**src/rtl/float_params.sv**
```systemverilog
// Shared definitions for the float add/subtract pipeline.
// Holds the default IEEE-754 single-precision field layout, the packed float
// struct, canonical special-value constants, and real<->float helpers used by
// benches (the helpers assume the default 32-bit layout).
package float_params;

    localparam int FLOAT_WIDTH = 32;
    localparam int EXP_WIDTH   = 8;
    localparam int MANT_WIDTH  = 23;
    localparam int TAG_WIDTH   = 4;
    localparam int EXP_BIAS    = 127;

    typedef struct packed {
        logic                  sign;
        logic [EXP_WIDTH-1:0]  exp;
        logic [MANT_WIDTH-1:0] mant;
    } float_t;

    localparam logic [FLOAT_WIDTH-1:0] FLOAT_QNAN = 32'h7FC0_0000;
    localparam logic [FLOAT_WIDTH-1:0] FLOAT_PINF = 32'h7F80_0000;
    localparam logic [FLOAT_WIDTH-1:0] FLOAT_NINF = 32'hFF80_0000;

    // real -> float, truncating the mantissa; tiny values flush to zero.
    function automatic float_t make_float(input real r);
        logic [63:0] d;
        int          e;
        float_t      f;
        d      = $realtobits(r);
        e      = int'(d[62:52]) - 1023 + EXP_BIAS;
        f.sign = d[63];
        if (d[62:52] == '0 || e <= 0) begin
            f.exp  = '0;
            f.mant = '0;
        end else if (e >= (1 << EXP_WIDTH) - 1) begin
            f.exp  = '1;
            f.mant = '0;
        end else begin
            f.exp  = EXP_WIDTH'(e);
            f.mant = d[51 -: MANT_WIDTH];
        end
        return f;
    endfunction

    // float -> real; zero exponent reads as signed zero.
    function automatic real to_real(input float_t f);
        logic [63:0] d;
        logic [10:0] e11;
        if (f.exp == '0)      e11 = '0;
        else if (f.exp == '1) e11 = '1;
        else                  e11 = 11'(int'(f.exp) - EXP_BIAS + 1023);
        d = {f.sign, e11, f.mant, 29'b0};
        if (f.exp == '0) d[51:0] = '0;
        return $bitstoreal(d);
    endfunction

    function automatic bit reals_near(input real x, input real y, input real rel_tol);
        real diff;
        real mag;
        diff = (x > y) ? x - y : y - x;
        mag  = (x < 0.0) ? -x : x;
        if (((y < 0.0) ? -y : y) > mag) mag = (y < 0.0) ? -y : y;
        return diff <= rel_tol * mag + 1.0e-30;
    endfunction

endpackage

```
**src/rtl/float_addsub_pipeline_if.sv**
```systemverilog
// Request/result bundle of the float add/subtract pipeline.
//   req/sub/a/b/tag_in : one operation per cycle from the issue side
//   ack/out/tag_out    : result, valid for one cycle per accepted req
// master = issue/writeback side, slave = the pipeline.
interface float_addsub_pipeline_if
    import float_params::*;
#(
    parameter int FLOAT_WIDTH = float_params::FLOAT_WIDTH,
    parameter int TAG_WIDTH   = float_params::TAG_WIDTH
);
    logic                   req;
    logic                   sub;
    logic [FLOAT_WIDTH-1:0] a;
    logic [FLOAT_WIDTH-1:0] b;
    logic [TAG_WIDTH-1:0]   tag_in;
    logic                   ack;
    logic [FLOAT_WIDTH-1:0] out;
    logic [TAG_WIDTH-1:0]   tag_out;

    modport master (output req, sub, a, b, tag_in, input  ack, out, tag_out);
    modport slave  (input  req, sub, a, b, tag_in, output ack, out, tag_out);
endinterface

```
**src/rtl/float_lzc.sv**
```systemverilog
// Combinational leading-zero counter.
//   value : vector to scan from the MSB
//   count : number of zeros above the highest set bit (WIDTH when value==0)
module float_lzc #(
    parameter int WIDTH = 26,
    parameter int CNT_W = $clog2(WIDTH + 1)
) (
    input  logic [WIDTH-1:0] value,
    output logic [CNT_W-1:0] count
);
    // Scan upward so the highest set bit writes last.
    always_comb begin
        count = CNT_W'(WIDTH);
        for (int i = 0; i < WIDTH; i++) begin
            if (value[i]) count = CNT_W'(WIDTH - 1 - i);
        end
    end
endmodule

```
**src/rtl/float_addsub_pipeline.sv**
```systemverilog
// Fully pipelined floating-point adder/subtractor, one op per cycle, latency 4.
// Ports:
//   clk, rst : clock and synchronous active-high reset
//   bus      : slave side of float_addsub_pipeline_if (req/sub/a/b/tag_in in,
//              ack/out/tag_out out). out/tag_out hold between acks.
// Truncating rounding, denormals flushed to zero, specials bypass the datapath.
module float_addsub_pipeline
    import float_params::*;
#(
    parameter int FLOAT_WIDTH = float_params::FLOAT_WIDTH,
    parameter int EXP_WIDTH   = float_params::EXP_WIDTH,
    parameter int MANT_WIDTH  = float_params::MANT_WIDTH,
    parameter int TAG_WIDTH   = float_params::TAG_WIDTH
) (
    input logic                     clk,
    input logic                     rst,
    float_addsub_pipeline_if.slave  bus
);
    localparam int E  = EXP_WIDTH;
    localparam int M  = MANT_WIDTH;
    localparam int SW = M + 3;              // hidden bit + mantissa + 2 guard bits
    localparam int XW = E + 2;              // signed exponent with under/overflow room
    localparam int CW = $clog2(SW + 1);
    localparam logic [E-1:0] EXP_ONES = '1;
    localparam logic [FLOAT_WIDTH-1:0] QNAN = {1'b0, {E{1'b1}}, 1'b1, {(M-1){1'b0}}};

    function automatic logic [FLOAT_WIDTH-1:0] pack_result(
        input logic                 sign,
        input logic signed [XW-1:0] e_in,
        input logic [M-1:0]         mant,
        input logic                 zero
    );
        logic [FLOAT_WIDTH-1:0] res;
        if (zero)                                  res = '0;
        else if (e_in[XW-1] || e_in == '0)         res = {sign, {(FLOAT_WIDTH-1){1'b0}}};
        else if (e_in[XW-2:0] >= {1'b0, EXP_ONES}) res = {sign, EXP_ONES, {M{1'b0}}};
        else                                       res = {sign, e_in[E-1:0], mant};
        return res;
    endfunction

    // ---- stage 0: input capture ----
    logic                   vld_p0, sub_p0;
    logic [FLOAT_WIDTH-1:0] a_p0, b_p0;
    logic [TAG_WIDTH-1:0]   tag_p0;

    always_ff @(posedge clk) begin
        if (rst) vld_p0 <= 1'b0;
        else     vld_p0 <= bus.req;
        sub_p0 <= bus.sub;
        a_p0   <= bus.a;
        b_p0   <= bus.b;
        tag_p0 <= bus.tag_in;
    end

    // ---- stage 1: decode, special detection, swap and align ----
    logic                   sa, sb, a_zero, b_zero, a_inf, b_inf, a_nan, b_nan, a_big;
    logic [E-1:0]           ea, eb, diff;
    logic [M-1:0]           ma, mb;
    logic [SW-1:0]          sig_s_raw;
    logic                   byp;
    logic [FLOAT_WIDTH-1:0] byp_val;

    assign {sa, ea, ma} = a_p0;
    assign sb           = b_p0[FLOAT_WIDTH-1] ^ sub_p0;
    assign {eb, mb}     = b_p0[FLOAT_WIDTH-2:0];
    assign a_zero       = (ea == '0);
    assign b_zero       = (eb == '0);
    assign a_nan        = (ea == EXP_ONES) && (ma != '0);
    assign b_nan        = (eb == EXP_ONES) && (mb != '0);
    assign a_inf        = (ea == EXP_ONES) && (ma == '0);
    assign b_inf        = (eb == EXP_ONES) && (mb == '0);
    assign a_big        = ({ea, ma} >= {eb, mb});
    assign diff         = a_big ? ea - eb : eb - ea;
    assign sig_s_raw    = {1'b1, (a_big ? mb : ma), 2'b00};

    // Specials and zero operands produce their result here and skip the datapath.
    always_comb begin
        byp     = 1'b1;
        byp_val = '0;
        if (a_nan || b_nan || (a_inf && b_inf && sa != sb)) byp_val = QNAN;
        else if (a_inf)             byp_val = {sa, ea, ma};
        else if (b_inf)             byp_val = {sb, eb, mb};
        else if (a_zero && b_zero)  byp_val = {sa & sb, {(FLOAT_WIDTH-1){1'b0}}};
        else if (a_zero)            byp_val = {sb, eb, mb};
        else if (b_zero)            byp_val = {sa, ea, ma};
        else                        byp     = 1'b0;
    end

    logic                   vld_p1, sign_p1, eff_sub_p1, byp_p1;
    logic [E-1:0]           exp_p1;
    logic [SW-1:0]          sig_l_p1, sig_s_p1;
    logic [FLOAT_WIDTH-1:0] byp_val_p1;
    logic [TAG_WIDTH-1:0]   tag_p1;

    always_ff @(posedge clk) begin
        if (rst) vld_p1 <= 1'b0;
        else     vld_p1 <= vld_p0;
        sign_p1    <= a_big ? sa : sb;
        eff_sub_p1 <= sa ^ sb;
        exp_p1     <= a_big ? ea : eb;
        sig_l_p1   <= {1'b1, (a_big ? ma : mb), 2'b00};
        sig_s_p1   <= (diff >= E'(SW)) ? '0 : sig_s_raw >> diff;
        byp_p1     <= byp;
        byp_val_p1 <= byp_val;
        tag_p1     <= tag_p0;
    end

    // ---- stage 2: magnitude add/subtract (larger minus smaller never goes negative) ----
    logic                   vld_p2, sign_p2, byp_p2;
    logic [E-1:0]           exp_p2;
    logic [SW:0]            sum_p2;
    logic [FLOAT_WIDTH-1:0] byp_val_p2;
    logic [TAG_WIDTH-1:0]   tag_p2;

    always_ff @(posedge clk) begin
        if (rst) vld_p2 <= 1'b0;
        else     vld_p2 <= vld_p1;
        sign_p2    <= sign_p1;
        exp_p2     <= exp_p1;
        sum_p2     <= eff_sub_p1 ? {1'b0, sig_l_p1} - {1'b0, sig_s_p1}
                                 : {1'b0, sig_l_p1} + {1'b0, sig_s_p1};
        byp_p2     <= byp_p1;
        byp_val_p2 <= byp_val_p1;
        tag_p2     <= tag_p1;
    end

    // ---- stage 3: normalise so the leading one sits at bit SW-1 ----
    logic [CW-1:0]          lz;
    logic [SW:0]            norm;
    logic signed [XW-1:0]   exp_x, exp_n;

    float_lzc #(.WIDTH(SW), .CNT_W(CW)) u_lzc (.value(sum_p2[SW-1:0]), .count(lz));

    assign exp_x = $signed({2'b00, exp_p2});

    always_comb begin
        if (sum_p2[SW]) begin
            norm  = sum_p2 >> 1;
            exp_n = exp_x + $signed(XW'(1));
        end else begin
            norm  = sum_p2 << lz;
            exp_n = exp_x - $signed(XW'(lz));
        end
    end

    logic                   vld_p3, sign_p3, zero_p3, byp_p3;
    logic signed [XW-1:0]   exp_p3;
    logic [M-1:0]           mant_p3;
    logic [FLOAT_WIDTH-1:0] byp_val_p3;
    logic [TAG_WIDTH-1:0]   tag_p3;

    always_ff @(posedge clk) begin
        if (rst) vld_p3 <= 1'b0;
        else     vld_p3 <= vld_p2;
        sign_p3    <= sign_p2;
        zero_p3    <= (sum_p2 == '0);
        exp_p3     <= exp_n;
        mant_p3    <= M'(norm >> 2);    // drops guard bits (truncation) and the hidden bit
        byp_p3     <= byp_p2;
        byp_val_p3 <= byp_val_p2;
        tag_p3     <= tag_p2;
    end

    // ---- stage 4: pack and present; result holds until the next ack ----
    always_ff @(posedge clk) begin
        if (rst) begin
            bus.ack     <= 1'b0;
            bus.out     <= '0;
            bus.tag_out <= '0;
        end else begin
            bus.ack <= vld_p3;
            if (vld_p3) begin
                bus.out     <= byp_p3 ? byp_val_p3 : pack_result(sign_p3, exp_p3, mant_p3, zero_p3);
                bus.tag_out <= tag_p3;
            end
        end
    end
endmodule

```
**src/flat_wrapper.sv**
```systemverilog
// flat-port wrapper written by rule: the top's interface ports become plain ports
module float_addsub_pipeline_flat import float_params::*;
#(
    parameter int FLOAT_WIDTH = float_params::FLOAT_WIDTH,
    parameter int EXP_WIDTH   = float_params::EXP_WIDTH,
    parameter int MANT_WIDTH  = float_params::MANT_WIDTH,
    parameter int TAG_WIDTH   = float_params::TAG_WIDTH
)
  (clk, rst, bus_req, bus_sub, bus_a, bus_b, bus_tag_in, bus_ack, bus_out, bus_tag_out);
  float_addsub_pipeline_if #(.FLOAT_WIDTH(FLOAT_WIDTH), .TAG_WIDTH(TAG_WIDTH)) bus_i ();
  input logic clk;
  input logic rst;
  input wire logic [$bits(bus_i.req)-1:0] bus_req;
  input wire logic [$bits(bus_i.sub)-1:0] bus_sub;
  input wire logic [$bits(bus_i.a)-1:0] bus_a;
  input wire logic [$bits(bus_i.b)-1:0] bus_b;
  input wire logic [$bits(bus_i.tag_in)-1:0] bus_tag_in;
  output wire logic [$bits(bus_i.ack)-1:0] bus_ack;
  output wire logic [$bits(bus_i.out)-1:0] bus_out;
  output wire logic [$bits(bus_i.tag_out)-1:0] bus_tag_out;
  assign bus_i.req = bus_req;
  assign bus_i.sub = bus_sub;
  assign bus_i.a = bus_a;
  assign bus_i.b = bus_b;
  assign bus_i.tag_in = bus_tag_in;
  assign bus_ack = bus_i.ack;
  assign bus_out = bus_i.out;
  assign bus_tag_out = bus_i.tag_out;
  float_addsub_pipeline #(.FLOAT_WIDTH(FLOAT_WIDTH), .EXP_WIDTH(EXP_WIDTH), .MANT_WIDTH(MANT_WIDTH), .TAG_WIDTH(TAG_WIDTH)) u_core (.clk(clk), .rst(rst), .bus(bus_i));
endmodule
```
**config.mk**
```make
export PLATFORM = sky130hd
export DESIGN_NAME = float_addsub_pipeline_flat
export DESIGN_NICKNAME = d
export VERILOG_FILES = /design/src/rtl/float_params.sv /design/src/rtl/float_addsub_pipeline_if.sv /design/src/rtl/float_lzc.sv /design/src/rtl/float_addsub_pipeline.sv /design/src/flat_wrapper.sv
export SDC_FILE = /design/constraint.sdc
export NUM_CORES = 1
export LEC_CHECK = 0
export ABC_AREA = 0
export CAP_MARGIN = 10
export CORE_ASPECT_RATIO = 1.5
export CORE_UTILIZATION = 25
export CTS_BUF_LIST = sky130_fd_sc_hd__clkbuf_8
export CTS_CLUSTER_SIZE = 10
export DETAILED_ROUTE_END_ITERATION = 8
export SLEW_MARGIN = 15
export SYNTH_ARGS = -nofsm -noshare
export SYNTH_HDL_FRONTEND = slang
export SYNTH_SLANG_ARGS = --single-unit
```
**constraint.sdc**
```tcl
create_clock -name clk -period 3.2 [get_ports clk]
set_input_delay 0.32 -clock clk [delete_from_list [all_inputs] [get_ports clk]]
set_output_delay 0.32 -clock clk [all_outputs]
set_load 0.02 [all_outputs]
```
==> results.sh, run 1 <==
export IMPL_clk_root_buffer_cell="clkbuf_8"
export IMPL_worstHoldPathType="primary input to register"
export IMPL_synth_seq_cells=351
export IMPL_path_class="register to register"
export IMPL_fillCellCount=6184
export IMPL_worstReg2RegEnd="u_core.sig_s_p1[1]"
export IMPL_via_per_inst=4.78
export IMPL_grt_max_degree=46
export IMPL_num_vias=13700
export IMPL_synth_top_flop_cell="dfxtp_1"
export IMPL_reg2reg_setup_slack_ns=-0.38
export IMPL_reg2regPathDepth=17
export IMPL_fmax_mhz=279
export IMPL_clock_latency_ns=0.67
export IMPL_finalCritPeriodShare_pct=112
export IMPL_critical_path_top_delay_family="compound AO/OA/AOI/OAI gates"
export IMPL_totalPowerFinal_mw=14.7
export IMPL_cts_made_buffers=55
export IMPL_synthToLayoutAreaGrowth_pct=39.6
export IMPL_grt_pass1_vias=14100
export IMPL_critPathLaunchType="register"
export IMPL_fin_skew_ns=0.0527
export IMPL_layout_cells_non_filler=2871
export IMPL_cap_violations=0
export IMPL_grt_pass1_wl_mm=81.0
export IMPL_p_per_area_nw_per_um2=664
export IMPL_fp_dieArea_sq_um=64300
export IMPL_violations="negative setup slack"
export IMPL_netlist_instances=1672
export IMPL_dpl_cell_count=2739
export IMPL_holdPathEnd="u_core.b_p0[1]"
export IMPL_gp_congestion=0.989
export IMPL_finalWirelength_mm=53.7
export IMPL_synth_net_count=1840
export IMPL_max_stage_delay_ns=0.55
export IMPL_grt_usage_pct=16.3
export IMPL_whs_ns=0.0926
export IMPL_gr_total_overflow=0
export IMPL_slew_headroom_pct=27.9
export IMPL_min_period_ns=3.58
export IMPL_numPortBuffers=108
export IMPL_syn_area_per_cell_sq_um=9.47
export IMPL_layout_setup_ws_ns=-0.383
export IMPL_setup_viol=25
export IMPL_report_final_slew_viol_count=0
export IMPL_rows=112
export IMPL_drt_iter0_drc=709
export IMPL_fin_util_pct=35.4
export IMPL_worstPathMaxFanout=6
export IMPL_required_ns=3.71
export IMPL_start_util_pct=25.4
export IMPL_synth_edf_count=0
export IMPL_cp_slowest_cell="mux4_2"
export IMPL_holdCritStartpoint="bus_b[1]"
export IMPL_cts_tree="built"
export IMPL_wire_per_inst_um=18.7
export IMPL_num_io_pins=109
export IMPL_ys_seq_area_share_pct=44.4
export IMPL_power_leakage_nw=9.29
export IMPL_finalSetupTns_ns=-5.64
export IMPL_dp_hpwl_mm=42.4
export IMPL_ir_drop_mv=0.333
export IMPL_crit_path_end_kind="register"
export IMPL_die_w_um=207
export IMPL_htree_levels=2
export IMPL_holdPathStages=1
export IMPL_critPathBufInv=5
export IMPL_rr_startpoint="u_core.b_p0[14]"
export IMPL_final_nets=2197
export IMPL_ys_warnings_count=0
export IMPL_clkTransAtPathRegs_ns=0.06
export IMPL_synth_async_reset_ratio_pct=0
export IMPL_tightest_slew_ns=1.08
export IMPL_die_h_um=310
export IMPL_grt_setup_unrepaired="yes"
export IMPL_final_layout_size_suffix_gt1_share_pct=27.0
export IMPL_synth_cell_types=76
export IMPL_cp_arrival_ns=4.09
export IMPL_netlist_area_sq_um=15800
export IMPL_hold_viol=0
export IMPL_status="complete, but fails checks"
export IMPL_core_area_sq_um=62400
export IMPL_cts_buffer_depth=3
export IMPL_drc=0
export IMPL_antenna_found_initial=2
export IMPL_cp_cell_sequence="inv_1 -> ha_1 -> nand4_1 -> nor2_1 -> a221o_1 -> a211oi_2 -> o211a_4 -> buf_6 -> buf_12 -> buf_12 -> mux2i_4 -> buf_6 -> mux2i_4 -> mux4_2 -> nand3_2 -> o21a_1 -> o21ai_1"
export IMPL_clock_sinks=351
export IMPL_firstDrtPassIters=5
export IMPL_ant_nets=0
kinds of logic after synthesis:
kind of cell,count (synthesis),share of synthesized area [%]
AOI/OAI and AO/OA,406,17.7
xor gates and xnor gates,44,2.43
adders and majority gates,96,7.78
buffers and inverters,201,5.18
DFF,351,44.4
muxes,154,10.4
and+or+nand+nor,420,12.2
per-layer routing:
layer	share of wire, %	wire [um]	GRT usage [%]
met2	50	27000	29.8
met4	5.8	3120	9.58
met5	0	0	0
met3	3.9	2110	2.11
met1	40	21400	18.0
cells in the mapped netlist, types with 28 or more instances:
cell type	number	area [sq um]
a211oi_1	32	240
a21oi_1	74	370
nand3_1	28	140
dfxtp_1	351	7030
inv_1	107	402
mux2i_1	119	1190
nor2_1	155	582
a22oi_1	50	375
o21ai_0	64	320
nand2_1	108	405
a21o_1	30	225
ha_1	92	1150
clkbuf_1	64	240
mux2_2	29	327
xnor2_1	33	289
power breakdown:
part | total [mW] | internal (mW) | switching (mW)
registers | 5.32 | 4.88 | 0.443
clock network | 4.44 | 2.59 | 1.85
logic | 4.91 | 2.35 | 2.56
total | 14.7 | 9.81 | 4.86
placed cells by master (no fill, tap or decap), drive strengths merged, types with 10 or more instances in the layout:
| master | netlist | layout |
|---|---|---|
| dfxtp | 351 | 351 |
| buf | 27 | 282 |
| nor2 | 155 | 155 |
| inv | 110 | 123 |
| mux2i | 119 | 119 |
| clkdlybuf4s50 | 0 | 108 |
| nand2 | 108 | 108 |
| ha | 92 | 92 |
| o21ai | 77 | 77 |
| a21oi | 74 | 74 |
| clkbuf | 64 | 68 |
| a22oi | 50 | 50 |
| a211oi | 33 | 33 |
| xnor2 | 33 | 33 |
| a21o | 30 | 30 |
| mux2 | 30 | 30 |
| nand3 | 29 | 29 |
| nor4 | 26 | 26 |
| nor3 | 24 | 24 |
| nand4 | 22 | 22 |
| o211ai | 18 | 18 |
| nand2b | 16 | 16 |
| nor2b | 13 | 13 |
| o221ai | 13 | 13 |
| a221o | 12 | 12 |
| o21bai | 12 | 12 |
| o31ai | 11 | 11 |
| xor2 | 11 | 11 |
| clkinv | 0 | 11 |
| a31oi | 10 | 10 |
area by class of cell:
type	count	area (sq um)	area share, %
Clock inverter	33	413	1.87
Timing Repair Buffer	391	3490	15.8
Inverter	110	415	1.88
Clock buffer	67	922	4.17
Multi-Input combinational cell	1120	8800	39.8
Sequential cell	351	7050	31.9
Tap cell	798	998	4.52
Antenna cell	1	2.50	0.0113
worst max-delay path by stage:
stage | slack, ns | depth (start not counted) | end | start
detailed placement | -0.46 | 15 | u_core.sig_s_p1[3] | u_core.b_p0[1]
floorplan | 0.02 | 15 | u_core.sig_s_p1[0] | u_core.b_p0[12]
global placement | -0.43 | 17 | u_core.sig_s_p1[6] | u_core.b_p0[12]
finish | -0.38 | 17 | u_core.sig_s_p1[1] | u_core.b_p0[14]
global route | -0.50 | 20 | u_core.sig_s_p1[1] | u_core.b_p0[23]
CTS | -0.31 | 16 | u_core.sig_s_p1[0] | u_core.b_p0[1]
through the flow:
stage | area [sq um] | worst slack [ns]
6_report | 22100 | -0.383
5_1_grt | 22100 | -0.497
4_1_cts | 21700 | -0.314
3_5_place_dp | 19600 | -0.460
3_3_place_gp | 19600 | -0.431
2_1_floorplan | 15900 | 0.0243
worst reg2reg max path, cell delays in order, from the launching register on:
cell      delay, ns
dfxtp_1        0.35
inv_1          0.06
ha_1           0.31
nand4_1        0.13
nor2_1         0.08
a221o_1        0.30
a211oi_2       0.30
o211a_4        0.22
buf_6          0.12
buf_12         0.12
buf_12         0.14
mux2i_4        0.27
buf_6          0.13
mux2i_4        0.07
mux4_2         0.55
nand3_2        0.10
o21a_1         0.15
o21ai_1        0.08
registers in the layout (all words and copies together) (netlist names), 8 cells and up:
name,flops
u_core.byp_val_p3,32
u_core.sum_p2,27
u_core.sig_s_p1,26
u_core.a_p0,32
u_core.b_p0,32
u_core.bus.out,32
u_core.sig_l_p1,23
u_core.exp_p1,8
u_core.exp_p2,8
u_core.byp_val_p2,32
u_core.byp_val_p1,32
u_core.exp_p3,10
u_core.mant_p3,23
timing repair:
item                       in CTS  in global routing
gates resized for setup       116                 63
gates cloned                    2                  1
hold buffers                    0                  0
buffers inserted               24                  7
pin swaps                      39                 23
setup endpoints to repair      31                 35
No activity file was read; power rests on OpenSTA's default activity.
==> run 2, diff against run 1 <==
CTS_CLUSTER_DIAMETER = 120   (was default)
SETUP_SLACK_MARGIN = 0.05   (was default)
SYNTH_HIERARCHICAL = 1   (was default)
==> results.sh, run 2 <==
export IMPL_status="complete, but fails checks"
export IMPL_violations="negative setup slack"
export IMPL_synth_async_reset_ratio_pct=0
export IMPL_numPortBuffers=108
export IMPL_htree_levels=2
export IMPL_yosysTopAreaCellShare_pct=43.1
export IMPL_rows=114
export IMPL_dpl_cell_area_sq_um=20100
export IMPL_num_vias=14200
export IMPL_worstHoldPathType="primary input to register"
export IMPL_cap_violations=0
export IMPL_netlist_area_sq_um=16300
export IMPL_finalWirelength_mm=53.7
export IMPL_grt_usage_pct=16.0
export IMPL_final_nets=2240
export IMPL_via_per_inst=4.81
export IMPL_ys_warnings_count=6
export IMPL_wl_met2_mm=27.2
export IMPL_synth_area_leaders="dfxtp_1, ha_1, mux4_2"
export IMPL_fin_skew_ns=0.0525
export IMPL_antenna_found_initial=2
export IMPL_num_io_pins=109
export IMPL_cts_buffer_depth=3
export IMPL_wl_met3_mm=2.13
export IMPL_min_period_ns=3.40
export IMPL_totalPowerFinal_mw=12.9
export IMPL_setup_viol=19
export IMPL_cp_cell_sequence="inv_2 -> ha_4 -> nand4_1 -> nor4_2 -> a2111o_1 -> o21a_4 -> nor2_4 -> buf_12 -> mux4_2 -> mux4_2 -> nand3_2 -> a21o_1 -> o221ai_2"
export IMPL_p_per_area_nw_per_um2=594
export IMPL_gr_total_overflow=0
export IMPL_ys_seq_area_share_pct=43.1
export IMPL_cts_made_buffers=41
export IMPL_start_util_pct=25.3
export IMPL_layout_common_cells="dfxtp_1, buf_4, nor2_1"
export IMPL_yosysMostFrequentCell="dfxtp_1"
export IMPL_grt_pass1_vias=14400
export IMPL_hold_viol=0
export IMPL_dpl_cell_count=2870
export IMPL_synth_net_count=1920
export IMPL_die_w_um=211
export IMPL_clock_latency_ns=0.64
export IMPL_yosysTopAreaCell="dfxtp_1"
export IMPL_firstDrtPassIters=5
export IMPL_gp_congestion=0.935
export IMPL_syn_area_per_cell_sq_um=9.31
export IMPL_fin_util_pct=33.8
export IMPL_synth_cell_types=81
export IMPL_clock_sinks=351
export IMPL_path_class="register to register"
export IMPL_max_stage_delay_ns=0.52
export IMPL_cp_slowest_cell="mux4_2"
export IMPL_slew_headroom_pct=52.7
export IMPL_layout_cells_non_filler=2947
export IMPL_cts_hold_fix_buffers=0
export IMPL_clk_root_buffer_cell="clkbuf_8"
export IMPL_netlist_instances=1751
export IMPL_cts_tree="built"
export IMPL_top_layer="met4"
export IMPL_final_layout_size_suffix_gt1_share_pct=26.0
export IMPL_reg2reg_setup_slack_ns=-0.20
export IMPL_worstPathMaxFanout=7
export IMPL_grt_pass1_wl_mm=82.1
export IMPL_finalCritPeriodShare_pct=106
export IMPL_whs_ns=0.119
export IMPL_ir_drop_mv=0.279
export IMPL_required_ns=3.69
export IMPL_report_final_slew_viol_count=0
export IMPL_power_leakage_nw=8.60
export IMPL_dp_slack_ns=-0.342
export IMPL_core_area_sq_um=64500
export IMPL_layout_commonest_cell="dfxtp_1"
export IMPL_synth_top_flop_cell="dfxtp_1"
export IMPL_fmax_mhz=294
export IMPL_die_h_um=315
export IMPL_ant_nets=0
export IMPL_drc=0
export IMPL_tightest_slew_ns=0.709
export IMPL_fp_dieArea_sq_um=66300
export IMPL_grt_setup_unrepaired="yes"
export IMPL_finalSetupTns_ns=-1.82
export IMPL_synthToLayoutAreaGrowth_pct=33.6
export IMPL_synth_common_cells="dfxtp_1, nor2_1, nand2_1"
export IMPL_cp_arrival_ns=3.90
export IMPL_clkTransAtPathRegs_ns=0.07
export IMPL_critPathLaunchType="register"
export IMPL_layout_setup_ws_ns=-0.204
export IMPL_wl_met1_mm=21.9
export IMPL_fin_area_sq_um=21800
export IMPL_path_common_cell="mux4_2"
export IMPL_dp_hpwl_mm=41.8
export IMPL_crit_path_end_kind="register"
export IMPL_synth_edf_count=0
export IMPL_grt_max_degree=50
export IMPL_drt_iter0_drc=1109
export IMPL_wire_per_inst_um=18.2
export IMPL_synth_seq_cells=351
==> run 2: cell count changes after synthesis, sizes merged, moves of 9 or more <==
cell	before	now
mux2	30	13
a211oi	33	48
mux2i	119	62
mux4	5	32
nor2	155	178
nand2	108	139
nor2b	13	23
a21oi	74	95
o221ai	13	4
o21ai	77	113
==> run 2: per-layer routing <==
layer / up-vias / track usage [%]
met2: 427 / 28.8
met5: - / 0
met3: 129 / 2.15
li1: 6911 / -
met1: 6709 / 18.4
met4: 0 / 7.82
==> run 2: repair_timing <==
action / CTS / global route
resized for setup: 79 / 119
pin swaps: 25 / 48
cloned: 3 / 1
setup endpoints to repair: 37 / 50
setup buffers: 7 / 18
==> run 2: worst paths after layout <==
kind                              start                    end  cells past startpoint
setup / recovery        u_core/b_p0[11]     u_core/sig_s_p1[0]                     13
hold reg to reg   u_core/byp_val_p2[12]  u_core/byp_val_p3[12]                      0
hold / removal                bus_a[23]        u_core/a_p0[23]                      1
setup reg to reg        u_core/b_p0[11]     u_core/sig_s_p1[0]                     13
==> run 2: report_power, final <==
group / switching [mW] / total, mW / internal [mW] / leakage [nW]
Clock: 1.56 / 2.72 / 1.16 / 0.311
Combinational: 2.52 / 4.87 / 2.36 / 5.39
Sequential: 0.472 / 5.34 / 4.87 / 2.90
==> run 2: layout make-up <==
cell class / count / area [sq um]
repair buffers: 372 / 3300
multi-input cells: 1199 / 9310
flip-flops and latches: 351 / 7070
inverters: 106 / 402
well taps: 870 / 1090
clock buffers: 41 / 564
clock inverters: 5 / 38.8
diodes: 3 / 7.51
fillers: 6712 / 42700
==> run 2: cells by family (layout without fill, tap and decap cells) <==
family / after synthesis / after routing / share of synthesized area [%]
flip-flops: 351 / 351 / 43.1
multiplexers: 107 / 108 / 9.15
other: 0 / 3 / 0
adder cells (fa/ha/maj): 97 / 97 / 7.63
AO/OA/AOI/OAI: 457 / 457 / 18.8
XOR/XNOR: 35 / 35 / 1.88
AND/OR/NAND/NOR: 502 / 502 / 14.5
buffers and inverters: 202 / 524 / 4.91
==> run 2: critical path: cells and delay by family, from the launching register on <==
family	cells	cell delay [ns]
buffers and inverters	2	0.20
AOI/OAI and AO/OA	4	1.01
and+or+nand+nor	4	0.45
adders and majority gates	1	0.23
DFF	1	0.35
muxes	2	1.04
